[config.mk]
export PLATFORM = sky130hd
export DESIGN_NAME = msp430_per_arbiter_flat
export DESIGN_NICKNAME = d
export VERILOG_FILES = /design/src/rtl/msp430_per_arbiter_if.sv /design/src/rtl/msp430_per_arbiter.sv /design/src/flat_wrapper.sv
export SDC_FILE = /design/constraint.sdc
export NUM_CORES = 1
export LEC_CHECK = 0
export BUFFER_PORTS_ARGS = -buffer_cell sky130_fd_sc_hd__buf_4
export CORE_MARGIN = 2
export CORE_UTILIZATION = 45
export CTS_CLUSTER_DIAMETER = 200
export DETAILED_ROUTE_END_ITERATION = 10
export PLACE_DENSITY = 0.8
export SYNTH_ARGS = -nofsm -noshare
export SYNTH_HDL_FRONTEND = slang
export SYNTH_SLANG_ARGS = --single-unit
[constraint.sdc]
create_clock -name mclk -period 2.95 [get_ports mclk]
set_input_delay 0.4425 -clock mclk [delete_from_list [all_inputs] [get_ports mclk]]
set_output_delay 0.4425 -clock mclk [all_outputs]
set_load 0.01 [all_outputs]
[src/rtl/msp430_per_arbiter_if.sv]
// Bundle of the two requester ports and the shared MSP430 peripheral bus.
// slave  : arbiter view (requests in, acks/read data and peripheral strobes out)
// master : requester/peripheral side view
interface msp430_per_arbiter_if #(
   parameter int ADDR_W = 14,
   parameter int DATA_W = 16
);
   logic              m0_req;
   logic              m0_lock;
   logic [ADDR_W-1:0] m0_addr;
   logic [DATA_W-1:0] m0_din;
   logic [1:0]        m0_we;
   logic              m0_ack;
   logic [DATA_W-1:0] m0_dout;

   logic              m1_req;
   logic              m1_lock;
   logic [ADDR_W-1:0] m1_addr;
   logic [DATA_W-1:0] m1_din;
   logic [1:0]        m1_we;
   logic              m1_ack;
   logic [DATA_W-1:0] m1_dout;

   logic              per_en;
   logic [ADDR_W-1:0] per_addr;
   logic [DATA_W-1:0] per_din;
   logic [1:0]        per_we;
   logic [DATA_W-1:0] per_dout;

   modport slave (
      input  m0_req, m0_lock, m0_addr, m0_din, m0_we,
      input  m1_req, m1_lock, m1_addr, m1_din, m1_we,
      input  per_dout,
      output m0_ack, m0_dout, m1_ack, m1_dout,
      output per_en, per_addr, per_din, per_we
   );

   modport master (
      output m0_req, m0_lock, m0_addr, m0_din, m0_we,
      output m1_req, m1_lock, m1_addr, m1_din, m1_we,
      output per_dout,
      input  m0_ack, m0_dout, m1_ack, m1_dout,
      input  per_en, per_addr, per_din, per_we
   );
endinterface

[src/rtl/msp430_per_arbiter.sv]
// Two-master arbiter for the MSP430 peripheral bus with bounded burst lock.
// Ties are resolved round-robin; defining PER_ARB_FIXED_PRIO_EN gives every tie to m0.
// All bus-facing outputs are registered and forced to zero outside an access.
//
//   state    | meaning
//   ---------+------------------------------------------------------------
//   S_IDLE   | bus free, arbitrate among pending requests
//   S_ACCESS | one-cycle bus access for the owner, ack pulse, read capture
//   S_LOCKED | owner keeps the bus between burst accesses, other ignored
module msp430_per_arbiter #(
   parameter int ADDR_W    = 14,
   parameter int DATA_W    = 16,
   parameter int BURST_MAX = 4
) (
   input  logic                 mclk,
   input  logic                 puc_rst,
   msp430_per_arbiter_if.slave  bus
);
   localparam int               CNT_W    = $clog2(BURST_MAX + 1);
   localparam logic [CNT_W-1:0] CNT_LAST = CNT_W'(BURST_MAX - 1);

   typedef enum logic [1:0] {
      S_IDLE   = 2'd0,
      S_ACCESS = 2'd1,
      S_LOCKED = 2'd2
   } state_t;

   state_t            r_state;
   logic              r_owner;
   logic [CNT_W-1:0]  r_burst_cnt;
   logic              r_m0_ack;
   logic              r_m1_ack;
   logic [DATA_W-1:0] r_m0_dout;
   logic [DATA_W-1:0] r_m1_dout;
   logic              r_per_en;
   logic [ADDR_W-1:0] r_per_addr;
   logic [DATA_W-1:0] r_per_din;
   logic [1:0]        r_per_we;
`ifndef PER_ARB_FIXED_PRIO_EN
   logic              r_last;
`endif

   logic              w_any_req;
   logic              w_winner;
   logic              w_sel;
   logic              w_sel_req;
   logic              w_sel_lock;
   logic [ADDR_W-1:0] w_sel_addr;
   logic [DATA_W-1:0] w_sel_din;
   logic [1:0]        w_sel_we;
   logic              w_issue;

   assign w_any_req = bus.m0_req | bus.m1_req;

`ifdef PER_ARB_FIXED_PRIO_EN
   assign w_winner = ~bus.m0_req;
`else
   // On a tie the master that was not served last wins.
   assign w_winner = (bus.m0_req & bus.m1_req) ? ~r_last : bus.m1_req;
`endif

   // In IDLE the candidate is the arbitration winner, otherwise the current owner.
   assign w_sel      = (r_state == S_IDLE) ? w_winner : r_owner;
   assign w_sel_req  = w_sel ? bus.m1_req  : bus.m0_req;
   assign w_sel_lock = w_sel ? bus.m1_lock : bus.m0_lock;
   assign w_sel_addr = w_sel ? bus.m1_addr : bus.m0_addr;
   assign w_sel_din  = w_sel ? bus.m1_din  : bus.m0_din;
   assign w_sel_we   = w_sel ? bus.m1_we   : bus.m0_we;

   // An access is launched from IDLE on any request or from LOCKED on the owner's request.
   assign w_issue = ((r_state == S_IDLE) & w_any_req) | ((r_state == S_LOCKED) & w_sel_req);

   // Arbitration FSM with registered bus strobes, acks and read-data capture.
   always_ff @(posedge mclk or posedge puc_rst) begin
      if (puc_rst) begin
         r_state     <= S_IDLE;
         r_owner     <= 1'b0;
         r_burst_cnt <= '0;
         r_m0_ack    <= 1'b0;
         r_m1_ack    <= 1'b0;
         r_m0_dout   <= '0;
         r_m1_dout   <= '0;
         r_per_en    <= 1'b0;
         r_per_addr  <= '0;
         r_per_din   <= '0;
         r_per_we    <= 2'b00;
`ifndef PER_ARB_FIXED_PRIO_EN
         r_last      <= 1'b1;
`endif
      end else begin
         r_per_en   <= w_issue;
         r_per_addr <= w_issue ? w_sel_addr : '0;
         r_per_din  <= w_issue ? w_sel_din  : '0;
         r_per_we   <= w_issue ? w_sel_we   : 2'b00;
         r_m0_ack   <= w_issue & ~w_sel;
         r_m1_ack   <= w_issue &  w_sel;

         case (r_state)
            S_IDLE: begin
               if (w_any_req) begin
                  r_owner     <= w_winner;
                  r_burst_cnt <= '0;
                  r_state     <= S_ACCESS;
               end
            end
            S_ACCESS: begin
`ifndef PER_ARB_FIXED_PRIO_EN
               r_last <= r_owner;
`endif
               if (r_per_we == 2'b00) begin
                  if (r_owner) r_m1_dout <= bus.per_dout;
                  else         r_m0_dout <= bus.per_dout;
               end
               if (w_sel_lock && (r_burst_cnt < CNT_LAST)) begin
                  r_burst_cnt <= r_burst_cnt + CNT_W'(1);
                  r_state     <= S_LOCKED;
               end else begin
                  r_state     <= S_IDLE;
               end
            end
            S_LOCKED: begin
               if (w_sel_req)        r_state <= S_ACCESS;
               else if (!w_sel_lock) r_state <= S_IDLE;
            end
            default: r_state <= S_IDLE;
         endcase
      end
   end

   assign bus.per_en   = r_per_en;
   assign bus.per_addr = r_per_addr;
   assign bus.per_din  = r_per_din;
   assign bus.per_we   = r_per_we;
   assign bus.m0_ack   = r_m0_ack;
   assign bus.m1_ack   = r_m1_ack;
   assign bus.m0_dout  = r_m0_dout;
   assign bus.m1_dout  = r_m1_dout;
endmodule

[src/flat_wrapper.sv]
// flat-port wrapper written by rule: the top's interface ports become plain ports
module msp430_per_arbiter_flat 
#(
   parameter int ADDR_W    = 14,
   parameter int DATA_W    = 16,
   parameter int BURST_MAX = 4
)
  (mclk, puc_rst, bus_m0_req, bus_m0_lock, bus_m0_addr, bus_m0_din, bus_m0_we, bus_m1_req, bus_m1_lock, bus_m1_addr, bus_m1_din, bus_m1_we, bus_per_dout, bus_m0_ack, bus_m0_dout, bus_m1_ack, bus_m1_dout, bus_per_en, bus_per_addr, bus_per_din, bus_per_we);
  msp430_per_arbiter_if #(.ADDR_W(ADDR_W), .DATA_W(DATA_W)) bus_i ();
  input  logic mclk;
  input  logic puc_rst;
  input wire logic [$bits(bus_i.m0_req)-1:0] bus_m0_req;
  input wire logic [$bits(bus_i.m0_lock)-1:0] bus_m0_lock;
  input wire logic [$bits(bus_i.m0_addr)-1:0] bus_m0_addr;
  input wire logic [$bits(bus_i.m0_din)-1:0] bus_m0_din;
  input wire logic [$bits(bus_i.m0_we)-1:0] bus_m0_we;
  input wire logic [$bits(bus_i.m1_req)-1:0] bus_m1_req;
  input wire logic [$bits(bus_i.m1_lock)-1:0] bus_m1_lock;
  input wire logic [$bits(bus_i.m1_addr)-1:0] bus_m1_addr;
  input wire logic [$bits(bus_i.m1_din)-1:0] bus_m1_din;
  input wire logic [$bits(bus_i.m1_we)-1:0] bus_m1_we;
  input wire logic [$bits(bus_i.per_dout)-1:0] bus_per_dout;
  output wire logic [$bits(bus_i.m0_ack)-1:0] bus_m0_ack;
  output wire logic [$bits(bus_i.m0_dout)-1:0] bus_m0_dout;
  output wire logic [$bits(bus_i.m1_ack)-1:0] bus_m1_ack;
  output wire logic [$bits(bus_i.m1_dout)-1:0] bus_m1_dout;
  output wire logic [$bits(bus_i.per_en)-1:0] bus_per_en;
  output wire logic [$bits(bus_i.per_addr)-1:0] bus_per_addr;
  output wire logic [$bits(bus_i.per_din)-1:0] bus_per_din;
  output wire logic [$bits(bus_i.per_we)-1:0] bus_per_we;
  assign bus_i.m0_req = bus_m0_req;
  assign bus_i.m0_lock = bus_m0_lock;
  assign bus_i.m0_addr = bus_m0_addr;
  assign bus_i.m0_din = bus_m0_din;
  assign bus_i.m0_we = bus_m0_we;
  assign bus_i.m1_req = bus_m1_req;
  assign bus_i.m1_lock = bus_m1_lock;
  assign bus_i.m1_addr = bus_m1_addr;
  assign bus_i.m1_din = bus_m1_din;
  assign bus_i.m1_we = bus_m1_we;
  assign bus_i.per_dout = bus_per_dout;
  assign bus_m0_ack = bus_i.m0_ack;
  assign bus_m0_dout = bus_i.m0_dout;
  assign bus_m1_ack = bus_i.m1_ack;
  assign bus_m1_dout = bus_i.m1_dout;
  assign bus_per_en = bus_i.per_en;
  assign bus_per_addr = bus_i.per_addr;
  assign bus_per_din = bus_i.per_din;
  assign bus_per_we = bus_i.per_we;
  msp430_per_arbiter #(.ADDR_W(ADDR_W), .DATA_W(DATA_W), .BURST_MAX(BURST_MAX)) u_core (.mclk(mclk), .puc_rst(puc_rst), .bus(bus_i));
endmodule
==> reports/results.ini <==
[run_status]
status = finished, final reports clean

[final_layout]
drive_gt1_share_pct = 48.4
final_nets = 495
syn2layout_area_growth_pct = 47.0
n_fill_cell = 494
fin_area_um2 = 4450
n_antenna_cell = 0

[die]
ios = 153
start_util_pct = 47.1
core_um2 = 6420
die-area_um2 = 7400
die_width_um = 86.0
num_rows = 29
die_y_um = 86.0

[routing]
drt_iter0_drc = 78
remaining_drc_errors = 0
routed_wl_mm = 7.14
wl_per_cell_um = 14.6
via_count = 2404
vias_per_cell = 4.91
antenna_left = 0
drt-pass1-iter-count = 4

[timing]
setup_viol = 0
drv_slew = 0
hold_violations = 0
period_needed_ns = 1.91
setup_tns_ns = 0
clock.fmax_ghz = 0.523
finClkSkew_ns = 0.00601
rsz0062_at_grt = no
relSlewSlack_pct = 34.6
worst_pin_slew_ns = 0.961
layout_worst_path_cycle_share_pct = 64.8

[clocking]
clock-root-buffer = clkbuf_8
post_cts_resized = 0
cts_tree = done
holdBufCountCts = 0
clk_latency_ns = 0.33
cts.sink_count = 74
post_cts_buffers = 0
clk_pin_slew_ns = 0.07
cts_max_path_buffers = 2
cts_buffers = 9
h-tree-depth = 3

[yosys]
synth_cell_types = 28
synth_nets = 342
synth.yosys.seq_area_share_pct = 61.2
ys_warn_count = 0
syn_inst = 255
syn_avg_cell_area_um2 = 11.9
ys_seq_elements = 74
netlist_area_um2 = 3030

[worst_hold_path]
worstHoldPathType = in2async

[critical_path]
start_kind = flop
critPathKind = reg2reg
crit_required_ns = 3.21
worst-path-max-fanout = 34
endpoint_kind = flop
worstPathArrival_ns = 2.17

[place]
post_dp_cell_area_um2 = 4210
port_buffers = 152
gp_congestion = 0.770
dp_hpwl_mm = 5.40

[global_routing]
grt_pass1_vias = 2419
antenna_found_initial = 0
track_usage_pct = 20.5
grt_max_degree = 45
grt.overflow.total = 0
grt_pass1_wl_mm = 11.7

[power]
leakagePower_nw = 2.30
powerDensity_nw_per_um2 = 1060
irDropWorstVdd_mv = 0.553

[job]
maxCapViolCount = 0

==> worst paths after layout <==
kind	cells after the start	slack, ns	startpoint	to
setup / recovery	4	1.04	u_core.r_state[1]	u_core.bus.per_addr[10]
hold / removal	2	0.20	puc_rst	u_core.bus.m1_dout[6]
setup reg to reg	4	1.04	u_core.r_state[1]	u_core.bus.per_addr[10]
hold reg to reg	1	0.49	u_core.bus.m0_dout[15]	u_core.bus.m0_dout[15]
max in group asynchronous	3	2.04	puc_rst	u_core.r_last
min in group mclk	2	0.33	bus_per_dout[13]	u_core.bus.m0_dout[13]
==> state kept, by name, summed over array words and instances (netlist names) <==
signal               flops
u_core.bus.m1_ack        1
u_core.r_last            1
u_core.r_state           2
u_core.bus.per_en        1
u_core.bus.per_din      16
u_core.bus.m0_dout      16
u_core.r_burst_cnt       3
u_core.bus.m0_ack        1
u_core.r_owner           1
u_core.bus.per_we        2
u_core.bus.m1_dout      16
u_core.bus.per_addr     14
==> layer usage <==
metal	track usage (%)	wire (um)	vias to the layer above
li1	-	-	1156
met4	8.95	153	0
met2	31.1	3300	120
met3	8.95	867	11
met1	25.4	2820	1117
met5	0	0	-
==> cells in the mapped netlist <==
cell | instances | share of area [%]
buf_2 | 4 | 0.66
inv_1 | 4 | 0.50
and2b_4 | 1 | 0.33
nand3b_1 | 1 | 0.25
o21ai_0 | 2 | 0.33
ha_1 | 1 | 0.41
a21oi_1 | 33 | 5.5
mux2_4 | 11 | 5.5
o21ai_1 | 1 | 0.17
nor2_1 | 5 | 0.62
a31oi_1 | 1 | 0.21
buf_6 | 2 | 0.74
clkbuf_1 | 2 | 0.25
and2_1 | 1 | 0.21
dfrtp_1 | 73 | 60
mux2_2 | 11 | 4.1
nand2_1 | 73 | 9.0
nor2_4 | 1 | 0.37
nor3_4 | 1 | 0.54
a32o_1 | 1 | 0.33
mux2_1 | 13 | 4.8
dfstp_2 | 1 | 0.87
nand3_4 | 1 | 0.58
mux2i_4 | 1 | 0.74
mux2i_1 | 3 | 0.99
a21boi_2 | 1 | 0.37
nand3_1 | 2 | 0.33
buf_4 | 4 | 0.99
==> power breakdown <==
group / total, mW / leakage, nW / internal [mW] / switching [mW]
Sequential: 1.73 / 0.925 / 1.48 / 0.250
Combinational: 2.11 / 1.26 / 1.09 / 1.02
Clock: 0.888 / 0.119 / 0.544 / 0.344
Total: 4.72 / 2.30 / 3.11 / 1.61
==> cell type report <==
type / instances / area, um2 / area share [%]
multi-input cells: 165 / 1080 / 24.3
clock inverters: 4 / 72.6 / 1.63
clock buffers: 12 / 165 / 3.71
inverters: 4 / 15.0 / 0.337
flip-flops and latches: 74 / 1850 / 41.6
repair buffers: 154 / 1170 / 26.3
well taps: 77 / 96.3 / 2.16
==> layout by cell type (no fill, tap or decap) <==
cell type / n
nand2_1: 73
a21boi_2: 1
a32o_1: 1
nand3_4: 1
o21ai_1: 1
nor2_4: 1
mux2_2: 11
and2b_4: 1
clkinvlp_4: 1
buf_4: 153
inv_1: 3
a31oi_1: 1
bufinv_16: 2
mux2i_1: 3
and2_1: 1
nand3_1: 2
ha_1: 1
nor3_4: 1
dfstp_2: 1
dfrtp_1: 73
clkinv_2: 1
nor2_1: 5
clkbuf_8: 12
buf_12: 1
mux2_1: 13
inv_2: 1
nand3b_1: 1
mux2_4: 11
a21oi_1: 33
o21ai_0: 2
mux2i_4: 1
==> critical path, stage by stage, from the launching register on <==
cell,delay [ns]
dfrtp_1,0.46
nor2_4,0.22
mux2i_4,0.83
nand2_1,0.13
a21oi_1,0.18
==> cell families (layout without fill, tap and decap cells) <==
logic type                 Yosys count  count (layout)  share of synthesized area, %
DFF                                 74              74                          61.2
adders and majority gates            1               1                         0.413
buffers and inverters               16             174                          3.14
muxes                               39              39                          16.1
and+or+nand+nor                     86              86                          12.3
AOI/OAI and AO/OA                   39              39                          6.86
==> stage by stage <==
| step | util (%) | setup slack (ns) | std cells | total power [mW] | hold slack [ns] |
|---|---|---|---|---|---|
| CTS | 69.3 | 1.01 | 490 | 4.79 | 0.212 |
| global route | 69.3 | 0.843 | 490 | 5.05 | 0.249 |
| floorplan | - | 0.628 | 255 | 2.94 | 0.467 |
| finish | 69.3 | 1.04 | 490 | 4.72 | 0.201 |
| detailed placement | 65.6 | 1.03 | 474 | 3.89 | 0.480 |
| global placement | 65.6 | 1.10 | 474 | 3.81 | 0.479 |
Power figures use the tool's default switching activity.
